$ cat config.mk
export PLATFORM = sky130hd
export DESIGN_NAME = din_pulse_conditioner
export DESIGN_NICKNAME = d
export VERILOG_FILES = /design/src/rtl/din_pulse_conditioner.sv
export SDC_FILE = /design/constraint.sdc
export NUM_CORES = 1
export LEC_CHECK = 0
export BUFFER_PORTS_ARGS = -buffer_cell sky130_fd_sc_hd__buf_2
export CORE_ASPECT_RATIO = 0.75
export CORE_MARGIN = 3
export CORE_UTILIZATION = 35
export CTS_CLUSTER_DIAMETER = 150
export DETAILED_ROUTE_END_ITERATION = 7
export GPL_TIMING_DRIVEN = 0
export PLACE_DENSITY = 0.51
export SYNTH_ARGS = -nofsm -noshare
export SYNTH_HDL_FRONTEND = slang
export SYNTH_SLANG_ARGS = --single-unit
$ cat constraint.sdc
create_clock -name clk -period 3.3 [get_ports clk]
set_input_delay 0 -clock clk [delete_from_list [all_inputs] [get_ports clk]]
set_output_delay 0 -clock clk [all_outputs]
set_load 0.005 [all_outputs]
$ cat src/rtl/din_pulse_conditioner.sv
`default_nettype none
// ============================================================================
// Module   : din_pulse_conditioner
// Purpose  : Synchronizes an asynchronous raw level (button/sensor), debounces
//            it with a four-state FSM and emits one single-cycle din_pulse per
//            confirmed rising edge. Rejected transitions are counted in a
//            saturating glitch counter.
// Ports    : clk         - single clock, all flops on posedge
//            reset       - synchronous, active-high
//            raw_in      - asynchronous raw level
//            glitch_clr  - synchronous clear of glitch_cnt
//            din_pulse   - registered 1-cycle pulse per accepted rise
//            level_out   - registered debounced level
//            glitch_cnt  - 8-bit saturating count of rejected transitions
// Revision : 1.0 - initial release
// ============================================================================
module din_pulse_conditioner #(
  parameter int DEBOUNCE_CYCLES = 4,
  parameter int CNT_W           = 3
) (
  input  logic       clk,
  input  logic       reset,
  input  logic       raw_in,
  input  logic       glitch_clr,
  output logic       din_pulse,
  output logic       level_out,
  output logic [7:0] glitch_cnt
);

  typedef enum logic [1:0] {
    ST_LOW      = 2'd0,
    ST_RISE_CHK = 2'd1,
    ST_HIGH     = 2'd2,
    ST_FALL_CHK = 2'd3
  } state_t;

  // Count value at which one more matching sample completes the debounce
  // window (the sample that entered the check state counts as 1).
  localparam logic [CNT_W-1:0] c_cnt_last = CNT_W'(DEBOUNCE_CYCLES - 1);
  localparam logic [CNT_W-1:0] c_cnt_one  = CNT_W'(1);
  localparam logic [7:0]       c_gcnt_max = 8'hFF;

  logic             r_s1;
  logic             r_s2;
  logic             w_raw_s;
  state_t           r_state;
  logic [CNT_W-1:0] r_cnt;
  logic             w_glitch;

  // --------------------------------------------------------------------------
  // Two-flop synchronizer; only the second stage is ever looked at.
  // --------------------------------------------------------------------------
  always_ff @(posedge clk) begin
    if (reset) begin
      r_s1 <= 1'b0;
      r_s2 <= 1'b0;
    end else begin
      r_s1 <= raw_in;
      r_s2 <= r_s1;
    end
  end

  assign w_raw_s = r_s2;

  // A glitch is a check state abandoned because the synced level went back
  // before the debounce window completed.
  assign w_glitch = ((r_state == ST_RISE_CHK) && !w_raw_s) ||
                    ((r_state == ST_FALL_CHK) &&  w_raw_s);

  // --------------------------------------------------------------------------
  // Debounce FSM with registered outputs. din_pulse defaults low every cycle
  // so it can only be high in the first cycle after RISE_CHK -> HIGH.
  // --------------------------------------------------------------------------
  always_ff @(posedge clk) begin
    if (reset) begin
      r_state   <= ST_LOW;
      r_cnt     <= '0;
      din_pulse <= 1'b0;
      level_out <= 1'b0;
    end else begin
      din_pulse <= 1'b0;
      case (r_state)
        ST_LOW: begin
          if (w_raw_s) begin
            r_state <= ST_RISE_CHK;
            r_cnt   <= c_cnt_one;
          end else begin
            r_cnt   <= '0;
          end
        end

        ST_RISE_CHK: begin
          if (!w_raw_s) begin
            r_state <= ST_LOW;
            r_cnt   <= '0;
          end else if (r_cnt == c_cnt_last) begin
            r_state   <= ST_HIGH;
            r_cnt     <= '0;
            level_out <= 1'b1;
            din_pulse <= 1'b1;
          end else begin
            r_cnt <= r_cnt + c_cnt_one;
          end
        end

        ST_HIGH: begin
          if (!w_raw_s) begin
            r_state <= ST_FALL_CHK;
            r_cnt   <= c_cnt_one;
          end else begin
            r_cnt   <= '0;
          end
        end

        ST_FALL_CHK: begin
          if (w_raw_s) begin
            r_state <= ST_HIGH;
            r_cnt   <= '0;
          end else if (r_cnt == c_cnt_last) begin
            r_state   <= ST_LOW;
            r_cnt     <= '0;
            level_out <= 1'b0;
          end else begin
            r_cnt <= r_cnt + c_cnt_one;
          end
        end

        default: begin
          // Unreachable encodings fall back to a quiet LOW.
          r_state   <= ST_LOW;
          r_cnt     <= '0;
          level_out <= 1'b0;
          din_pulse <= 1'b0;
        end
      endcase
    end
  end

  // --------------------------------------------------------------------------
  // Saturating glitch counter; a clear takes priority over a same-cycle
  // increment.
  // --------------------------------------------------------------------------
  always_ff @(posedge clk) begin
    if (reset) begin
      glitch_cnt <= 8'h00;
    end else if (glitch_clr) begin
      glitch_cnt <= 8'h00;
    end else if (w_glitch && (glitch_cnt != c_gcnt_max)) begin
      glitch_cnt <= glitch_cnt + 8'h01;
    end
  end

endmodule
`default_nettype wire

==> results of run 1 <==
[cell families (layout without fill, tap and decap cells)]
kind of cell | Yosys count | after routing | share of synthesized area [%]
buffers and inverters | 4 | 24 | 3.24
flip-flops | 17 | 17 | 48.9
adder cells (fa/ha/maj) | 2 | 2 | 3.60
multiplexers | 2 | 2 | 2.88
AO/OA/AOI/OAI | 16 | 16 | 14.0
AND/OR/NAND/NOR | 29 | 29 | 23.7
XOR/XNOR | 2 | 2 | 3.60
[cell usage after synthesis (2+ instances only)]
master,n,share of area [%]
nand3_1,3,2.2
o31ai_1,2,2.2
ha_1,2,3.6
nor2b_1,2,1.8
or3_1,3,2.7
or4_1,2,2.2
nand4_1,2,1.8
a21oi_1,7,5.0
nor2_1,5,2.7
inv_1,2,1.1
nor3_1,2,1.4
mux2i_1,2,2.9
nand2_1,4,2.2
dfxtp_1,17,49
o21ai_0,4,2.9
[worst min-delay path by stage]
| stage | start | endpoint | slack [ps] | depth (start not counted) |
|---|---|---|---|---|
| floorplan | reset | flop | 70 | 1 |
| global placement | raw_in | r_s1 | 210 | 2 |
| detailed placement | raw_in | r_s1 | 220 | 2 |
| CTS | glitch_clr | glitch_cnt[3] | 260 | 4 |
| global route | glitch_clr | glitch_cnt[3] | 300 | 4 |
| finish | glitch_clr | glitch_cnt[3] | 270 | 4 |
[final cells by class]
cell class	count	area share [%]
Tap cell	22	3.26
Sequential cell	17	40.3
Clock buffer	4	3.11
Multi-Input combinational cell	51	39.4
Timing Repair Buffer	16	11.3
Inverter	2	0.889
Buffer	2	1.78
[timing repair]
item,CTS,global route
hold buffers,3,0
endpoints found under the hold margin,6,0
gates resized for setup,0,0
[sequential cells by signal, summed over array words and instances (netlist names), named ones only]
register / cells
din_pulse: 1
glitch_cnt: 8
level_out: 1
r_cnt: 3
r_s1: 1
r_s2: 1
r_state: 1
[layer usage]
layer	vias up	track usage (%)	wire, µm
met5	-	0	0
met4	0	4.17	12
met3	2	5.25	78
met2	15	15.5	471
met1	252	14.5	707
li1	302	-	-
[worst max-delay path: cells and delay by family, from the launching register on]
kind	cells	cell delay, ps
adder cells (fa/ha/maj)	1	250
buffers and inverters	1	170
flip-flops	1	350
AND/OR/NAND/NOR	2	450
AO/OA/AOI/OAI	2	250
[power by group]
| group | switching, W | leakage [nW] | internal [W] | total (W) |
|---|---|---|---|---|
| Combinational | 0.00000765 | 0.193 | 0.00000951 | 0.0000172 |
| Sequential | 0.00000233 | 0.138 | 0.000208 | 0.000210 |
| Clock | 0.0000601 | 0.0150 | 0.0000469 | 0.000107 |
[stage by stage]
step                hold slack, ps  instance area, µm²  total power, W
floorplan                     69.1                 696        0.000224
global placement               209                 788        0.000230
detailed placement             218                 788        0.000230
CTS                            262                 845        0.000342
global route                   296                 845        0.000355
finish                         267                 845        0.000335
==> impl_metrics.csv, run 1 <==
group,metric,value,unit
route,vias,571,
synthesis,synth_nets,78,
worst_setup_path,slowest_delay,350,ps
placement,dp_worst_setup_slack,1790,ps
worst_setup_path,end_kind,"flop",
finish,antenna_cells,0,
worst_setup_path,path_cells,"ha_1 > nand3_1 > o211ai_2 > buf_6 > or3_1 > a21oi_1",
global_routing,grt_max_degree,11,
finish,stdcell_count,114,
timing,setup_viol_count_final,0,
worst_setup_path,r2r-start,"glitch_cnt[0]",
finish,fin_util,46.8,%
floorplan,die_width,57.5,µm
finish,layout_common_cells,"dfxtp_1 (17), buf_2 (13), a21oi_1 (7), nor2_1 (5)",
worst_setup_path,crit_slowest_cell,"dfxtp_1",
floorplan,rows,13,
finish,seqCellArea,340,µm²
route,drt_iter0_markers,5,
timing,post-route-period-util,46.4,%
floorplan,ioPinCount,14,
cts,cts-buffers-inserted,3,
worst_setup_path,r2r_cells,6,
floorplan,dieArea,0.00256,mm²
worst_setup_path,cp.arrival,1750,ps
finish,fill_cells,184,
finish,nets,99,
global_routing,grt_pass1_wl,2100,µm
finish,area_growth,21.4,%
placement,gp_congestion,0.702,
synthesis,yosys_warnings,0,
timing,slew_headroom,76.5,%
cts,ctsLongestPathBuffers,2,
timing,fin_crit,1530,ps
route,ant_nets,0,
route,via_per_inst,5.01,
global_routing,track_usage,11.0,%
power_and_ir_drop,irDropWorstVdd,0.267,mV
cts,cts_tree,"done",
cts,root_buffer,"clkbuf_4",
finish,drive_gt1_share,21.7,%
timing,tightest_slew,353,ps
floorplan,dieHeight,44.6,µm
cts,insertion_delay,280,ps
worst_setup_path,criticalPathCategory,"flop to flop",
timing,finalHoldViolCount,0,
timing,layout_setup_ws,1770,ps
synthesis,ys.flop_type,"dfxtp_1",
worst_setup_path,cp_max_fo,10,
worst_setup_path,cp.required,3520,ps
worst_setup_path,endpoint,"glitch_cnt[4]",
power_and_ir_drop,p_per_area,396,mW/mm²
timing,final.setup.tns,0,ps
cts,h-tree-depth,1,
synthesis,ys_ff_latch,17,
global_routing,globalRouteOverflowTotal,0,
worst_setup_path,cp-startpoint,"glitch_cnt[0]",
worst_setup_path,cp-start-kind,"flop",
route,drc,0,
synthesis,synth_area,696,µm²
global_routing,antenna_found_initial,0,
cts,cts_setup_buffers,0,
synthesis,synth-seq-area-share,48.9,%
floorplan,initial_core_util,38.5,%
finish,multi_input_area,333,µm²
timing,fmax,0.652,GHz
worst_hold_path,hold_class,"primary input to flop",
route,firstDrtPassIters,4,
timing,skew,0.368,ps
synthesis,avgSynthCellArea,9.66,µm²
synthesis,synth_edf_count,0,
floorplan,design.core.area,0.00181,mm²
worst_setup_path,regToRegSetupSlack,1770,ps
timing,rsz0062_at_grt,"no",
job,maxCapViolCount,0,
power_and_ir_drop,cellLeakagePower,0.346,nW
synthesis,syn_inst,72,
worst_setup_path,r2r_end,"glitch_cnt[4]",
placement,dp.cells,107,
placement,io_buffers,13,
timing,slew_viol_final,0,
finish,final_common_cell,"dfxtp_1",
synthesis,async_reset_ff_share,0,%
outcome,outcome,"complete, no violations",
placement,dp_hpwl,922,µm
route,wire_per_inst,11.1,µm
cts,cts_sinks,17,
global_routing,grt_pass1_vias,486,
synthesis,ys_types,28,
cts,clk_pin_slew,90,ps
route,wl,1270,µm
Note: power is estimated with default switching activity, not from simulation.
==> inputs of run 2 (changes only) <==
- ABC_AREA: unset -> 1
- PLACE_DENSITY: 0.51 -> 0.5
- clock period: 3.3 -> 1.5 ns (I/O delays scaled with it)
==> impl_metrics.csv, run 2 <==
group,metric,value,unit
synthesis,async_reset_ff_share,0,%
floorplan,initial_core_util,38.7,%
cts,ctsResizeCount,0,
finish,largest_reg_flops,8,
worst_hold_path,hp-start,"r_s1",
worst_setup_path,cp-start-kind,"flop",
floorplan,die_width,61.4,µm
finish,antenna_cells,0,
finish,multi_input_area,407,µm²
timing,final.setup.tns,0,ps
worst_setup_path,end_kind,"flop",
worst_setup_path,cp.required,1700,ps
synthesis,avgSynthCellArea,7.46,µm²
route,firstDrtPassIters,4,
worst_hold_path,hold_path_depth,2,
synthesis,synth_top_area_share,42.2,%
synthesis,ys_ff_latch,17,
cts,ctsLongestPathBuffers,2,
global_routing,track_usage,12.7,%
power_and_ir_drop,cellLeakagePower,0.440,nW
floorplan,rows,14,
cts,cts-buffers-inserted,3,
timing,rsz0062_at_grt,"no",
worst_hold_path,hold_class,"flop to flop",
global_routing,globalRouteOverflowTotal,0,
outcome,outcome,"complete, no violations",
global_routing,grt_max_degree,11,
finish,seqCellArea,340,µm²
synthesis,yosys_warnings,0,
worst_setup_path,cp_max_fo,6,
timing,fin_crit,1370,ps
floorplan,dieHeight,47.6,µm
placement,dp.cells,144,
synthesis,synth_edf_count,0,
synthesis,ys.flop_type,"dfxtp_1",
placement,gp_congestion,0.783,
synthesis,ys_types,22,
finish,area_growth,19.6,%
global_routing,antenna_found_initial,0,
placement,dp_hpwl,1200,µm
floorplan,design.core.area,0.00208,mm²
cts,cts_sinks,17,
cts,h-tree-depth,1,
global_routing,grt_pass1_wl,2660,µm
finish,fill_cells,222,
synthesis,synth.most_common_cell,"nand2_1",
worst_setup_path,regToRegSetupSlack,130,ps
timing,slew_headroom,79.1,%
finish,layout_common_cells,"nand2_1 (22), nor2_1 (19), dfxtp_1 (17), buf_2 (12), inv_1 (11)",
worst_hold_path,min_to,"r_s2",
synthesis,synthTopCellsByArea,"dfxtp_1 (42%), nand2_1 (10%), nor2_1 (8.9%), nand3_1 (5.6%), inv_1 (5.1%)",
timing,skew,3.53,ps
finish,nets,135,
route,ant_nets,0,
worst_setup_path,r2r_end,"glitch_cnt[1]",
finish,final_common_cell,"nand2_1",
finish,top_regs,"glitch_cnt x8, r_cnt x3",
cts,insertion_delay,290,ps
cts,hold_buffers,4,
global_routing,grt_pass1_vias,603,
timing,post-route-period-util,91.6,%
floorplan,ioPinCount,14,
synthesis,synth_area,806,µm²
power_and_ir_drop,p_per_area,771,mW/mm²
synthesis,synth_nets,114,
timing,fmax,0.728,GHz
floorplan,dieArea,0.00292,mm²
synthesis,syn_inst,108,
route,drc,0,
power_and_ir_drop,irDropWorstVdd,0.464,mV
timing,setup_viol_count_final,0,
cts,cts_tree,"done",
cts,root_buffer,"clkbuf_4",
synthesis,synth_top_area_cell,"dfxtp_1",
route,wire_per_inst,10.0,µm
worst_setup_path,cp.arrival,1570,ps
job,maxCapViolCount,0,
timing,finalHoldViolCount,0,
route,drt_iter0_markers,34,
route,vias,693,
placement,io_buffers,12,
worst_setup_path,criticalPathCategory,"flop to flop",
synthesis,netlist_top_cells_count,"nand2_1 (22), nor2_1 (19), dfxtp_1 (17)",
synthesis,synth-seq-area-share,42.2,%
route,via_per_inst,4.56,
cts,clk_pin_slew,100,ps
worst_setup_path,r2r-start,"glitch_cnt[0]",
finish,stdcell_count,152,
worst_setup_path,r2r_cells,8,
cts,cts_setup_buffers,0,
power_and_ir_drop,p_total,0.000743,W
timing,slew_viol_final,0,
route,wl,1520,µm
finish,top_register,"glitch_cnt",
finish,drive_gt1_share,22.7,%
timing,tightest_slew,312,ps
-- run 2: metrics by stage --
step | util (%) | instance area, µm² | hold slack, ps | setup WS (ps)
floorplan | - | 806 | 107 | 259
global placement | 43.0 | 896 | 206 | 169
detailed placement | 43.0 | 896 | 209 | 140
CTS | 46.2 | 963 | 420 | 116
global route | 46.2 | 963 | 445 | 20.2
finish | 46.2 | 963 | 420 | 126
-- run 2: worst max-delay path by stage --
stage	slack, ps	cells past startpoint	end	start
after global placement	170	8	glitch_cnt[1]	glitch_cnt[0]
after detailed placement	140	8	glitch_cnt[1]	glitch_cnt[0]
after floorplan	260	8	glitch_cnt[1]	glitch_cnt[0]
after global routing	20	8	glitch_cnt[1]	glitch_cnt[0]
final	130	8	glitch_cnt[1]	glitch_cnt[0]
after CTS	120	9	glitch_cnt[0]	glitch_cnt[0]
-- run 2: kinds of logic (layout without fill, tap and decap cells) --
group,count (synthesis),after routing,share of synthesized area [%]
DFF,17,17,42.2
adders and majority gates,2,2,3.11
buffers and inverters,14,34,7.30
AOI/OAI and AO/OA,7,7,4.66
and+or+nand+nor,65,65,39.4
xor gates and xnor gates,3,3,3.26
-- run 2: layout make-up --
class,instances,share of cell area (%)
inverters,13,5.32
clock buffers,3,2.34
flip-flops and latches,17,35.3
multi-input cells,77,42.2
repair buffers,16,10.4
plain buffers,1,0.779
well taps,24,3.12
clock inverters,1,0.519
-- run 2: report_power, final --
part | leakage [nW] | switching, W | internal [W]
sequential | 0.138 | 0.00000401 | 0.000456
combinational | 0.285 | 0.0000192 | 0.0000171
clock | 0.0177 | 0.000148 | 0.0000992
-- run 2: worst max-delay path, stage by stage, from the launching register on --
cell	delay [ps]
dfxtp_1	420
ha_1	230
nand2_2	100
nor2_4	130
nand2_4	90
nand2_4	110
inv_4	60
nor2_1	80
nor2_1	50
-- run 2: metal layers --
layer  track usage (%)  part of all wire [%]  vias up
li1                  -                     -      381
met1              18.7                    59      299
met2              16.9                    37       11
met3              5.66                   3.9        2
met4              2.54                  0.85        0
met5                 0                     0        -
